===== src/rtl/time_decoder_if.sv =====
// Bundle of the frame strobe, pulse input and decoded-symbol outputs of time_decoder.
// valid is a one-cycle strobe with no ready: dout/err change only with valid and hold until the next one.
interface time_decoder_if;
    logic       start;
    logic       tin;
    logic [1:0] dout;
    logic       valid;
    logic       err;
    logic       busy;
    logic [1:0] state;

    modport master (
        output start, tin,
        input  dout, valid, err, busy, state
    );

    modport slave (
        input  start, tin,
        output dout, valid, err, busy, state
    );
endinterface


===== src/rtl/time_decoder.sv =====
// Measures the high width of a time-encoded pulse after each start edge and decodes it to a 2-bit symbol.
// Optional macro TIME_DECODER_SYNC_EN inserts a 2-flop synchronizer on tin.
module time_decoder #(
    parameter int UNIT_CYCLES  = 8,
    parameter int WINDOW_UNITS = 5
) (
    input  logic          clk,
    input  logic          rst_n,
    time_decoder_if.slave bus
);
    localparam int CW = $clog2(WINDOW_UNITS * UNIT_CYCLES + 1);
    localparam logic [CW-1:0] WIN_LAST = CW'(WINDOW_UNITS * UNIT_CYCLES - 1);
    localparam logic [CW-1:0] SAT      = CW'(4 * UNIT_CYCLES);
    localparam logic [CW-1:0] SAT_M1   = CW'(4 * UNIT_CYCLES - 1);
    localparam logic [CW-1:0] HALF     = CW'(UNIT_CYCLES / 2);
    localparam logic [CW-1:0] THR2     = CW'(2 * UNIT_CYCLES - UNIT_CYCLES / 2);
    localparam logic [CW-1:0] THR3     = CW'(3 * UNIT_CYCLES - UNIT_CYCLES / 2);
    localparam logic [CW-1:0] THR4     = CW'(4 * UNIT_CYCLES - UNIT_CYCLES / 2);
    localparam logic [CW-1:0] ONE      = CW'(1);

    typedef enum logic [1:0] {
        IDLE    = 2'd0,
        ARMED   = 2'd1,
        MEASURE = 2'd2,
        DONE    = 2'd3
    } state_t;

    state_t        state;
    logic          start_q;
    logic          start_rise;
    logic          tin_s;
    logic [CW-1:0] win_cnt;
    logic [CW-1:0] wid_cnt;
    logic [1:0]    dout_r;
    logic          err_r;
    logic          valid_r;
    logic [1:0]    dec_dout;
    logic          dec_err;

`ifdef TIME_DECODER_SYNC_EN
    logic tin_meta;
    logic tin_sync;

    always_ff @(posedge clk or negedge rst_n) begin
        if (!rst_n) begin
            tin_meta <= 1'b0;
            tin_sync <= 1'b0;
        end else begin
            tin_meta <= bus.tin;
            tin_sync <= tin_meta;
        end
    end

    assign tin_s = tin_sync;
`else
    assign tin_s = bus.tin;
`endif

    assign start_rise = bus.start & ~start_q;

    // Rounding to the nearest unit is done with thresholds offset by half a unit.
    always_comb begin
        dec_dout = 2'd1;
        dec_err  = 1'b0;
        if (wid_cnt < HALF) begin
            dec_dout = 2'd0;
            dec_err  = 1'b1;
        end else if (wid_cnt >= THR4) begin
            dec_dout = 2'd3;
            dec_err  = 1'b1;
        end else if (wid_cnt >= THR3) begin
            dec_dout = 2'd3;
        end else if (wid_cnt >= THR2) begin
            dec_dout = 2'd2;
        end
    end

    always_ff @(posedge clk or negedge rst_n) begin
        if (!rst_n) begin
            state   <= IDLE;
            start_q <= 1'b0;
            win_cnt <= '0;
            wid_cnt <= '0;
            dout_r  <= 2'd0;
            err_r   <= 1'b0;
            valid_r <= 1'b0;
        end else begin
            start_q <= bus.start;
            valid_r <= 1'b0;
            case (state)
                IDLE: begin
                    if (start_rise) begin
                        state   <= ARMED;
                        win_cnt <= '0;
                        wid_cnt <= '0;
                    end
                end
                ARMED: begin
                    win_cnt <= win_cnt + ONE;
                    // A pulse arriving on the expiry cycle still wins over the timeout.
                    if (tin_s) begin
                        state   <= MEASURE;
                        wid_cnt <= ONE;
                    end else if (win_cnt == WIN_LAST) begin
                        state   <= DONE;
                        valid_r <= 1'b1;
                        dout_r  <= 2'd0;
                        err_r   <= 1'b0;
                    end
                end
                MEASURE: begin
                    if (tin_s) begin
                        if (wid_cnt >= SAT_M1) begin
                            wid_cnt <= SAT;
                            state   <= DONE;
                            valid_r <= 1'b1;
                            dout_r  <= 2'd3;
                            err_r   <= 1'b1;
                        end else begin
                            wid_cnt <= wid_cnt + ONE;
                        end
                    end else begin
                        state   <= DONE;
                        valid_r <= 1'b1;
                        dout_r  <= dec_dout;
                        err_r   <= dec_err;
                    end
                end
                DONE: begin
                    state <= IDLE;
                end
                default: begin
                    state <= IDLE;
                end
            endcase
        end
    end

    assign bus.dout  = dout_r;
    assign bus.err   = err_r;
    assign bus.valid = valid_r;
    assign bus.busy  = (state != IDLE);
    assign bus.state = state;
endmodule


===== src/flat_wrapper.sv =====
// flat-port wrapper written by rule: the top's interface ports become plain ports
module time_decoder_flat 
#(
    parameter int UNIT_CYCLES  = 8,
    parameter int WINDOW_UNITS = 5
)
  (clk, rst_n, bus_start, bus_tin, bus_dout, bus_valid, bus_err, bus_busy, bus_state);
  time_decoder_if bus_i ();
  input  logic clk;
  input  logic rst_n;
  input wire logic [$bits(bus_i.start)-1:0] bus_start;
  input wire logic [$bits(bus_i.tin)-1:0] bus_tin;
  output wire logic [$bits(bus_i.dout)-1:0] bus_dout;
  output wire logic [$bits(bus_i.valid)-1:0] bus_valid;
  output wire logic [$bits(bus_i.err)-1:0] bus_err;
  output wire logic [$bits(bus_i.busy)-1:0] bus_busy;
  output wire logic [$bits(bus_i.state)-1:0] bus_state;
  assign bus_i.start = bus_start;
  assign bus_i.tin = bus_tin;
  assign bus_dout = bus_i.dout;
  assign bus_valid = bus_i.valid;
  assign bus_err = bus_i.err;
  assign bus_busy = bus_i.busy;
  assign bus_state = bus_i.state;
  time_decoder #(.UNIT_CYCLES(UNIT_CYCLES), .WINDOW_UNITS(WINDOW_UNITS)) u_core (.clk(clk), .rst_n(rst_n), .bus(bus_i));
endmodule

===== config.mk =====
export PLATFORM = sky130hd
export DESIGN_NAME = time_decoder_flat
export DESIGN_NICKNAME = d
export VERILOG_FILES = /design/src/rtl/time_decoder_if.sv /design/src/rtl/time_decoder.sv /design/src/flat_wrapper.sv
export SDC_FILE = /design/constraint.sdc
export NUM_CORES = 1
export LEC_CHECK = 0
export CORE_AREA = 2 2 49 51
export DETAILED_ROUTE_END_ITERATION = 12
export DIE_AREA = 0 0 51 53
export PLACE_DENSITY_LB_ADDON = 0.1
export SLEW_MARGIN = 25
export SYNTH_ARGS = -nofsm -noshare
export SYNTH_HDL_FRONTEND = slang
export SYNTH_SLANG_ARGS = --single-unit

===== constraint.sdc =====
create_clock -name clk -period 2 [get_ports clk]
set_input_delay 0.6 -clock clk [delete_from_list [all_inputs] [get_ports clk]]
set_output_delay 0.6 -clock clk [all_outputs]
set_load 0.01 [all_outputs]

# Word-level counts from Yosys, hierarchy flattened
# Index checks and enable logic that the tools add are counted.
[totals] reg_bits=19 input_bits=4 output_inout_bits=7 wordCells=68
[classes] addsub=2 n_lt_le_gt_ge=5 eq_ne=11 muxes=32 bitwise_logic=2 reduce_logical=9
[ops] operator="2-bit two-way mux" n=12
[ops] operator="6-bit two-way mux" n=4
[ops] operator="6-bit by 5-bit greater-or-equal comparator with 1-bit output, second input constant" n=3
[ops] operator="6-bit case mux with 3 select lines" n=1
[ops] operator="6-bit by 1-bit adder with 6-bit output, second input constant" n=2
[ops] operator="6-bit case mux with 2 select lines" n=1
[ops] operator="1-bit two-way mux" n=10
[ops] operator="2-bit case mux with 4 select lines" n=1
[ops] operator="4-bit AND reduction" n=2
[ops] operator="6-bit equality test, second input constant" n=1
[ops] operator="6-bit by 4-bit greater-or-equal comparator with 1-bit output, second input constant" n=1
[ops] operator="6-bit by 3-bit less-than comparator with 1-bit output, second input constant" n=1
[ops] operator="2-bit inequality test, second input constant" n=3
[ops] operator="3-bit by 2-bit inequality test with 1-bit output, second input constant" n=2
[ops] operator="2-bit nonzero test" n=3
[ops] operator="2-bit equality test, second input constant" n=2
[ops] operator="2-bit by 1-bit inequality test with 1-bit output, second input constant" n=2
[ops] operator="1-bit case mux with 2 select lines" n=2
[ops] operator="2-bit case mux with 2 select lines" n=1
[ops] operator="3-bit AND reduction" n=1
[ops] operator="3-bit nonzero test" n=1
[ops] operator="2-bit by 1-bit equality test with 1-bit output, second input constant" n=1
[ops] operator="2-bit logical NOT" n=1
[ops] operator="2-bit AND reduction" n=1
[ops] operator="2 further kinds" n=2

# Logic depth before layout (Yosys ltp)
[logic_depth] ltp_word=7 ltp_mapped=7

# Worst setup path after synthesis
# OpenSTA, ideal clock, no wires.
[synth_path] path_kind="reg2reg" from="register u_core.state[1], in the netlist u_core.bus.state[1]" to="register u_core.wid_cnt[3]" t_arrival_ns=1.826 slack_ns=0.100 stages_incl_launch_ff=8 path_buffers=1 period_less_slack_ns=1.900 cell_sequence="dfrtp_1 inv_1 ha_1 buf_6 o21ba_1 a211o_4 or3_1 a21oi_2"
[synth_via] elab_chain_len=3 elab_cells_between_ends=9
[synth_rtl] item="start, declared" line="time_decoder.sv:28" text="state_t state;"
[synth_rtl] item="start signal, assigned" line="time_decoder.sv:80" text="state <= IDLE;"
[synth_rtl] item="start signal, assigned" line="time_decoder.sv:93" text="state <= ARMED;"
[synth_rtl] item="start signal, assigned" line="time_decoder.sv:102" text="state <= MEASURE;"
[synth_rtl] item="2-bit equality test (tied with other cells)" line="time_decoder.sv:90" text="case (state)"
[synth_rtl] item="2-bit inequality test (no line) (tied with other cells)"
[synth_rtl] item="4-bit AND reduction (no line)"
[synth_rtl] item="end signal, assigned" line="time_decoder.sv:120" text="wid_cnt <= wid_cnt + ONE;"
[synth_rtl] item="end, declared" line="time_decoder.sv:33" text="logic [CW-1:0] wid_cnt;"
# Several ways; a longest one is shown, not always the timed one.
# A chain may end at the register's enable or synchronous reset.

# Worst setup path in the final report
[layout_path] from="register u_core.state[1], in the netlist u_core.bus.state[1]" to="output bus_state[1]"
[layout_rtl] item="end, declared" line="flat_wrapper.sv:17" text="output wire logic [$bits(bus_i.state)-1:0] bus_state;"
# No word-level cell between the ends.

==> impl_metrics.yaml <==
detailed_routing:
  detail_route.iter0.violations: 23
  totalWireLength_mm: 2.227
  tritonroute_pass_1_iters: 4
  drt-wirelength-per-cell_um: 13.18
  antenna_violating_nets_post_route: 0
  detail_route.drc_violations: 0
  route.vias.total: 911
  route.detailed.vias_per_inst: 5.391
yosys:
  synth-seq-cells: 19
  synth.distinct_cells: 34
  synth_area_leaders: "dfrtp_1 (43%), ha_1 (7.8%), o21ai_0 (4.5%)"
  synth_largest_area_cell: "dfrtp_1"
  synthesis.area_mm2: 0.001117
  post_synth_inst_count: 116
  post-synth-top-area-fraction_pct: 42.55
  synth.yosys.warnings: 0
  syn-mean-instance-area_um2: 9.632
  syn_nets: 127
  ys_seq_area_share_pct: 42.55
timing:
  number_of_endpoints_failing_setup_at_the_final_stage: 0
  fin_hold_ws_ns: 0.5052
  fin_setup_tns_ns: 0
  final_min_period_over_clock_period_pct: 96.51
  slew_headroom_pct: 67.54
  rsz0062_at_grt: "no"
  report.final.hold_viol_count: 0
  final_critical_path_setup_slack_ns: 0.06985
  skew_ns: 0.002820
  worst-slew-pin-transition_ns: 0.4808
  finalWorstPathRequiredPeriod_ns: 1.930
  fmaxAchievable_ghz: 0.5181
  maxSlewViolCount: 0
clock_network:
  cts_tree: "done"
  clock_tree.buffer_depth: 2
  cts_root_buf: "clkbuf_4"
  clkSlewWorstSetupHoldPaths_ns: 0.11
  cts_max_level: 1
  cts_hold_buffers: 0
  clock-sinks: 19
  numCtsBuffers: 3
  clk_latency_ns: 0.29
pwr:
  worst_ir_drop_vdd_mv: 1.067
  power-per-cell-area_mw_per_mm2: 1390
  power.static_leakage_nw: 0.6234
worst_hold_path:
  hold_path.class: "flip-flop to flip-flop"
  hold_depth: 1
floorplan:
  design.portCount: 11
  die_w_um: 51
  floorplan.initialDensity_pct: 52.01
  design.die.area_mm2: 0.002703
  core_region_area_mm2: 0.002148
  rows: 17
  die_y_um: 53
global_route:
  grt_remaining_overflow: 0
  grt_pass1_vias: 844
  largest_net_degree_at_the_start_of_global_routing: 20
  antenna_found_initial: 0
  global_route_wire_length_before_repair_mm: 3.746
  groute.usage.overall_pct: 18.95
place:
  place_worst_setup_slack_ns: -0.1553
  dp_hpwl_mm: 1.650
  port-buffer-count: 10
  place.gp.congestion: 0.8268
setup_path:
  worstSetupPathDepth: 2
  critical-path-top-delay-family: "buffers and inverters"
  critical_path.n_buffers_inverters: 2
  req_time_crit_path_ns: 1.40
  critical-path-max-stage-delay_ns: 0.53
  crit_chain: "buf_4 > clkdlybuf4s50_1"
  worst-endpoint-arrival_ns: 1.33
  worst-r2r-cell-count: 6
  worstSetupEndpointType: "output port"
  reg2reg_slack_ns: 0.10
  ws_path_type: "flip-flop to output port"
  maximum_net_fanout_on_the_critical_path: 3
  crit_path_start_kind: "flip-flop"
  worst_path_max_delay_cell: "clkdlybuf4s50_1"
finish:
  n_antenna_cell: 0
  final_layout_size_suffix_gt1_share_pct: 19.86
  final-seq-area_um2: 475.5
  multiInputGateArea_um2: 594.3
  final_cell_mix: "dfrtp_1 (19), buf_4 (16), nand2_1 (11)"
  fillers: 191
  commonest_non_fill_non_tap_cell_in_the_layout: "dfrtp_1"
  nNetsFinal: 153
  syn_to_final_growth_pct: 23.29
status:
  run_status: "finished clean"
flow_run:
  drv.max_cap_violation_count: 0
## cell usage after synthesis
cell type	n
a211o_4	1
a211oi_1	1
a21oi_2	1
a22o_1	4
a22oi_1	3
a31oi_1	3
a32o_1	4
a41oi_1	1
and2_1	1
and2b_1	1
and3_1	1
buf_2	2
buf_6	1
clkbuf_1	2
dfrtp_1	19
ha_1	7
inv_1	7
mux2_2	2
mux2i_1	2
nand2_1	11
nand2b_1	3
nand3_1	7
nand3b_1	3
nor2_1	8
nor2b_1	1
nor3_1	1
nor3b_1	1
o21ai_0	10
o21ba_1	1
o311ai_0	1
o41ai_1	1
or2_2	2
or3_1	2
xnor2_1	1
## layout make-up
| cell class | count | share of cell area, % |
|---|---|---|
| flip-flops and latches | 19 | 34.51 |
| clock buffers | 3 | 1.635 |
| repair buffers | 26 | 15.89 |
| multi-input cells | 85 | 43.14 |
| inverters | 7 | 1.907 |
| well taps | 28 | 2.543 |
| clock inverters | 1 | 0.3633 |
## where the power goes
part | leakage, nW | internal (mW) | switching (mW) | total [mW]
logic | 0.358 | 0.584 | 0.536 | 1.12
registers | 0.247 | 0.501 | 0.0994 | 0.600
clock network | 0.0177 | 0.0743 | 0.119 | 0.194
## flip-flops by register name, summed over array words and instances (netlist names)
name and count:
u_core.start_q 1, u_core.bus.err 1, u_core.bus.valid 1, u_core.bus.state 2, u_core.win_cnt 6, u_core.bus.dout 2, u_core.wid_cnt 6
## path summary, 6_finish.rpt
kind / from / endpoint
setup / recovery: u_core.bus.state[1] / bus_state[1]
hold / removal: u_core.bus.err / u_core.bus.err
setup reg to reg: u_core.win_cnt[0] / u_core.bus.state[1]
hold reg to reg: u_core.bus.err / u_core.bus.err
max in group asynchronous: rst_n / u_core.win_cnt[5]
min in group asynchronous: rst_n / u_core.bus.err
## kinds of logic after synthesis
family / Yosys count / share of synthesized area, %
buffers and inverters: 12 / 4.928
adders and majority gates: 7 / 7.838
and+or+nand+nor: 42 / 18.93
DFF: 19 / 42.55
xor gates and xnor gates: 1 / 0.7840
muxes: 4 / 3.807
AOI/OAI and AO/OA: 31 / 21.17
## through the flow
stage                     util, %  cell area [µm²]  power (mW)  std cells
after CTS                   63.77             1370       1.927        169
final                       64.12             1378       1.914        169
after global routing        64.12             1378       2.071        169
after detailed placement    61.85             1329       1.710        163
after global placement      61.85             1329       1.676        163
after floorplan                 -             1117       1.262        116
## timing repair
action | 4_1_cts | 5_1_grt
resized for setup | 1 | 2
endpoints found under the hold margin | 0 | 0
setup buffers | 2 | 0
setup endpoints to repair | 1 | 2
## per-layer routing
| layer | up-vias | wire [µm] | track usage (%) |
|---|---|---|---|
| met1 | 428 | 1149 | 25.54 |
| met4 | 0 | 9 | 5.405 |
| met2 | 11 | 1002 | 30.95 |
| li1 | 470 | - | - |
| met5 | - | 0 | 0 |
| met3 | 2 | 65 | 3.672 |
Note: power is estimated with default switching activity, not from simulation.
